<file path="config.mk">
export PLATFORM = sky130hd
export DESIGN_NAME = timer_mc
export DESIGN_NICKNAME = d
export VERILOG_FILES = /design/src/rtl/timer_mc.sv
export SDC_FILE = /design/constraint.sdc
export NUM_CORES = 1
export LEC_CHECK = 0
export ABC_AREA = 1
export BUFFER_PORTS_ARGS = -buffer_cell sky130_fd_sc_hd__clkbuf_2
export CAP_MARGIN = 15
export CORE_ASPECT_RATIO = 1.2
export CORE_UTILIZATION = 40
export CTS_CLUSTER_DIAMETER = 80
export DETAILED_ROUTE_END_ITERATION = 8
export PLACE_DENSITY_LB_ADDON = 0.05
export REMOVE_ABC_BUFFERS = 1
export SYNTH_ARGS = -nofsm -noshare
export SYNTH_HDL_FRONTEND = slang
export SYNTH_SLANG_ARGS = --single-unit
</file>
<file path="constraint.sdc">
create_clock -name clk -period 1.9 [get_ports clk]
set_input_delay 0 -clock clk [delete_from_list [all_inputs] [get_ports clk]]
set_output_delay 0 -clock clk [all_outputs]
set_load 0.005 [all_outputs]
</file>
<file path="src/rtl/timer_mc.sv">
// Multi-channel prescaled countdown timer with W1C status, level irq and byte-reversed register bus.
// Optional 64-bit free-running mtime at addresses 0/1 when TIMER_MC_MTIME_EN is defined.

module timer_mc_chan (
   input  logic        clk,
   input  logic        rst,
   input  logic        tick,
   input  logic [31:0] wdata,
   input  logic        ctrl_we,
   input  logic        load_we,
   output logic [2:0]  ctrl,
   output logic [31:0] load,
   output logic [31:0] count,
   output logic        fire
);
   // Expiry is seen on the tick that finds COUNT already at zero.
   assign fire = tick && ctrl[0] && (count == 32'd0);

   always_ff @(posedge clk) begin
      if (rst) begin
         ctrl  <= 3'd0;
         load  <= 32'd0;
         count <= 32'd0;
      end else begin
         if (tick && ctrl[0]) begin
            if (count != 32'd0)
               count <= count - 32'd1;
            else if (ctrl[1])
               count <= load;
            else
               ctrl[0] <= 1'b0;
         end
         // Bus writes override the automatic updates above.
         if (ctrl_we)
            ctrl <= wdata[2:0];
         if (load_we) begin
            load  <= wdata;
            count <= wdata;
         end
      end
   end
endmodule

module timer_mc #(
   parameter int          CHANNELS       = 2,
   parameter int unsigned PRESCALE_RESET = 0
) (
   input  logic        clk,
   input  logic        rst,
   input  logic [3:0]  a,
   input  logic [31:0] d,
   input  logic        we,
   output logic [31:0] spo,
   output logic        irq
);
   function automatic logic [31:0] brev(input logic [31:0] x);
      return {x[7:0], x[15:8], x[23:16], x[31:24]};
   endfunction

   logic [31:0]                wdata;
   logic [31:0]                rdata;
   logic [15:0]                prescale;
   logic [15:0]                pcnt;
   logic                       pre_we;
   logic                       sts_we;
   logic                       tick;
   logic [CHANNELS-1:0]        pending;
   logic [CHANNELS-1:0]        fire;
   logic [CHANNELS-1:0]        ie;
   logic [CHANNELS-1:0][2:0]   ctrl;
   logic [CHANNELS-1:0][31:0]  load;
   logic [CHANNELS-1:0][31:0]  count;

   assign wdata  = brev(d);
   assign pre_we = we && (a == 4'd2);
   assign sts_we = we && (a == 4'd3);
   assign tick   = !pre_we && (pcnt == prescale);

   always_ff @(posedge clk) begin
      if (rst) begin
         prescale <= 16'(PRESCALE_RESET);
         pcnt     <= 16'd0;
      end else if (pre_we) begin
         prescale <= wdata[15:0];
         pcnt     <= 16'd0;
      end else if (pcnt == prescale) begin
         pcnt <= 16'd0;
      end else begin
         pcnt <= pcnt + 16'd1;
      end
   end

   // Set beats clear when both hit the same bit in one cycle.
   always_ff @(posedge clk) begin
      if (rst)
         pending <= '0;
      else
         pending <= (pending & ~(sts_we ? wdata[CHANNELS-1:0] : '0)) | fire;
   end

   for (genvar c = 0; c < CHANNELS; c++) begin : g_chan
      localparam logic [3:0] BASE = 4'(4 + 3 * c);
      timer_mc_chan u_chan (
         .clk     (clk),
         .rst     (rst),
         .tick    (tick),
         .wdata   (wdata),
         .ctrl_we (we && (a == BASE)),
         .load_we (we && (a == BASE + 4'd1)),
         .ctrl    (ctrl[c]),
         .load    (load[c]),
         .count   (count[c]),
         .fire    (fire[c])
      );
      assign ie[c] = ctrl[c][2];
   end

   assign irq = |(pending & ie);

`ifdef TIMER_MC_MTIME_EN
   logic [63:0] mtime;

   always_ff @(posedge clk) begin
      if (rst)
         mtime <= 64'd0;
      else
         mtime <= mtime + 64'd1;
   end
`endif

   always_comb begin
      rdata = 32'd0;
      case (a)
`ifdef TIMER_MC_MTIME_EN
         4'd0:    rdata = mtime[31:0];
         4'd1:    rdata = mtime[63:32];
`endif
         4'd2:    rdata = {16'd0, prescale};
         4'd3:    rdata = 32'(pending);
         default: rdata = 32'd0;
      endcase
      for (int c = 0; c < CHANNELS; c++) begin
         if (a == 4'(4 + 3 * c))     rdata = {29'd0, ctrl[c]};
         if (a == 4'(5 + 3 * c))     rdata = load[c];
         if (a == 4'(6 + 3 * c))     rdata = count[c];
      end
   end

   assign spo = brev(rdata);
endmodule
</file>
==> metrics.md <==
| Metric | Value |
|---|---|
| Outcome | `completed` |
| Crit path kind | `register to register` |
| Initial antenna violation count | `0` |
| Crit-path most repeated cell | `nand2_2` |
| Met2 wire length | `19700 um` |
| Slew Limit Headroom | `58.9%` |
| Layout Cells excl Fill | `roughly 2300` |
| GR Overflow Total | `0` |
| Critical Path End Type | `register` |
| Worst path cell trace | `xor2_1 > nor2_1 > nand2_2 > nor2_2 > nand2_2 > nor2_8 > nand2_2 > nand2_4 > nand2_8 > clkbuf_16 > nand2_2 > nand2_1 > nor2_1` |
| Chip width | `149 um` |
| Vias per std cell | `5.23` |
| Tmin final | `1.85 ns` |
| Largest net degree at the start of global routing | `89` |
| Commonest non-fill, non-tap cell in the layout | `nand2_1` |
| Pin slew with the least headroom to its limit | `between 0.6 and 0.7 ns` |
| Final Setup Violations | `0` |
| Met1 wire length | `17800 um` |
| CTS max path bufs | `2` |
| Worst reg-to-reg path cell count | `13` |
| R2R Path Start | `prescale[15]$_SDFFE_PP0P_` |
| Max incr delay on CP | `0.33 ns` |
| Io pins | `72` |
| Post-synth EDFFs | `0` |
| Synth Register Bits | `168` |
| Highest routed layer | `met4` |
| # diodes | `0` |
| Worst skew pair latency | `roughly 0.45 ns` |
| Setup TNS | `0 ns` |
| Initial Utilization | `about two fifths` |
| Cell variety after synth | `40` |
| Critical Path Source Type | `register` |
| Residual DRC | `0` |
| CTS buffer count | `17` |
| Final wirelength | `41700 um` |
| Final Hold Fails | `0` |
| Setup WS pre-CTS | `-0.0601 ns` |
| Initial drt markers | `776` |
| Clock Pin Slew Worst Setup and Hold Paths | `approximately 0.080 ns` |
| Mapped Cells | `1736` |
| Die Footprint | `26500 um2` |
| Final core utilization | `a little over half` |
| Placed Area | `12200 um2` |
| First-pass GRT wire length | `around 61000 um` |
| CTS root buf | `clkbuf_16` |
| Hold Crit Start | `rst` |
| Layout area overhead | `35.0%` |
| Post-Layout Inst Area | `14000 um2` |
| Peak supply drop | `between 0.6 and 0.7 mV` |
| Routed len/inst | `17.9 um` |
| Nets | `2032` |
| Pre-antenna DRT Iters | `5` |
| Sequential element share of the synthesized area | `32.5%` |
| Hold EP | `prescale[3]$_SDFFE_PP0P_` |
| Cell area after synthesis | `10300 um2` |
| Worst Path Arrival | `about 2.2 ns` |
| Final Max Tran Viols | `0` |
| Leakage | `6.78 nW` |
| Max Cap Violations | `0` |
| Most frequent cells in the layout | `nand2_1 (594), nor2_1 (215), buf_4 (167), dfxtp_1 (147), inv_1 (129)` |
| Hold WS | `0.0426 ns` |
| Port-buffer cells | `71` |
| Htree depth | `4` |
| Hpwl dp | `30600 um` |
| Yosys warning count | `0` |
| Vias in the first global route | `11200` |
| CTS tree | `done` |
| Fmax | `~540 MHz` |
| Setup repair after global routing missed its margin | `true` |
| Avg Cell Area, Syn | `~6.0 um2` |
| Clk_skew | `0.0166 ns` |
| Row cnt | `64` |
| Total GRT Usage | `a little under a third` |
| Routability congestion estimate | `0.945` |
| Crit-path slowest cell | `dfxtp_1` |
| Worst Path Max Fanout | `8` |
| Hold path depth | `4` |
| R2R Path End | `g_chan[0].u_chan.count[22]$_SDFFE_PP0P_` |
| Fin crit share | `97.4%` |
| Ys async rst share | `0%` |
| Hold Crit Class | `primary input to register` |
| Share of cells above drive strength 1 | `23.9%` |
| WL met3 | `2070 um` |
| Setup WS post-layout | `0.0503 ns` |
| Crit path required time | `~2.3 ns` |
| CTS sink cnt | `approximately 170` |
| Die Y | `178 um` |
| Total power | `~14 mW` |
| Remaining antenna violation count | `0` |
| Via count | `12200` |
| Placed Cells | `2244` |
| Power Density | `998 nW/um2` |
| Worst reg2reg setup slack | `0.05 ns` |
| Ys flop type | `dfxtp_1` |
| Area of the core | `approximately 25000 um2` |
==> flip-flops by register name, indices dropped and copies added (netlist names) <==
name	flops
g_chan.u_chan.count	64
g_chan.u_chan.ctrl	6
g_chan.u_chan.load	64
pcnt	16
pending	2
prescale	16
==> final cells by class <==
type	count	area, um2
tap	330	413
sequential	168	3390
multi-input combinational	1357	6570
clock buffer	17	425
clock inverter	14	161
fill	2617	11500
timing repair buffer	299	2450
inverter	145	544
==> repair_timing <==
action | 4_1_cts | 5_1_grt
endpoints found under the setup margin | 21 | 71
gates cloned | 0 | 9
hold buffers | 33 | 0
hold endpoints to repair | 107 | 0
pin swaps | 2 | 25
gates resized for setup | 12 | 167
setup buffers | 2 | 11
==> report_power, final <==
part	leakage, nW	switching, mW	internal (mW)	total [mW]
Sequential	1.37	0.0956	3.62	3.72
Combinational	5.14	3.94	2.62	6.56
Clock	0.278	1.70	1.96	3.66
Total	6.78	5.73	8.21	13.9
==> kinds of logic (layout without fill, tap and decap cells) <==
group / after synthesis / count (layout) / share of synthesized area [%]
AO/OA/AOI/OAI: 252 / 252 / 13.7
XOR/XNOR: 32 / 32 / 2.71
adder cells (fa/ha/maj): 5 / 5 / 0.605
buffers and inverters: 213 / 475 / 8.51
flip-flops: 168 / 168 / 32.5
AND/OR/NAND/NOR: 1066 / 1068 / 42.0
==> cell usage after synthesis (3+ instances only) <==
library cell	instances	share of area, %
nand2_1	626	23
a21oi_1	122	5.9
inv_2	9	0.33
clkbuf_1	36	1.3
nand4_1	13	0.79
nor3_1	9	0.44
dfxtp_1	168	33
buf_1	4	0.15
a22oi_1	5	0.36
nand2_4	3	0.33
a21boi_0	4	0.29
o21ai_0	80	3.9
buf_2	19	0.92
nand2_2	9	0.54
a221oi_1	27	2.3
ha_1	5	0.61
nor2_2	9	0.54
inv_1	136	4.9
buf_4	3	0.22
o22ai_1	4	0.24
nor2_1	266	9.7
buf_6	6	0.65
nand3_1	120	5.8
xor2_1	30	2.5
==> critical path: cells and delay by family (launching register included) <==
family	cells	cell delay (ns)
XOR/XNOR	1	0.16
flip-flops	1	0.33
AND/OR/NAND/NOR	11	1.09
buffers and inverters	1	0.19
==> per-layer routing <==
metal  vias up  global-route usage (%)
met1      5651                    37.6
li1       6051                       -
met5         -                       0
met4         0                    16.2
met3        94                    3.79
met2       390                    52.0
==> worst max-delay path by stage <==
stage                                                  from                                       to  depth (start not counted)
floorplan                                              a[3]  g_chan[1].u_chan.count[11]$_SDFFE_PP0P_                         11
global placement                         pcnt[2]$_SDFF_PP0_  g_chan[0].u_chan.count[11]$_SDFFE_PP0P_                         13
detailed placement   g_chan[0].u_chan.count[1]$_SDFFE_PP0P_  g_chan[0].u_chan.count[31]$_SDFFE_PP0P_                         11
CTS                 g_chan[0].u_chan.count[13]$_SDFFE_PP0P_  g_chan[0].u_chan.count[25]$_SDFFE_PP0P_                         13
global route                            pcnt[10]$_SDFF_PP0_  g_chan[0].u_chan.count[27]$_SDFFE_PP0P_                         15
finish                            prescale[15]$_SDFFE_PP0P_  g_chan[0].u_chan.count[22]$_SDFFE_PP0P_                         13
Power figures use the tool's default switching activity.
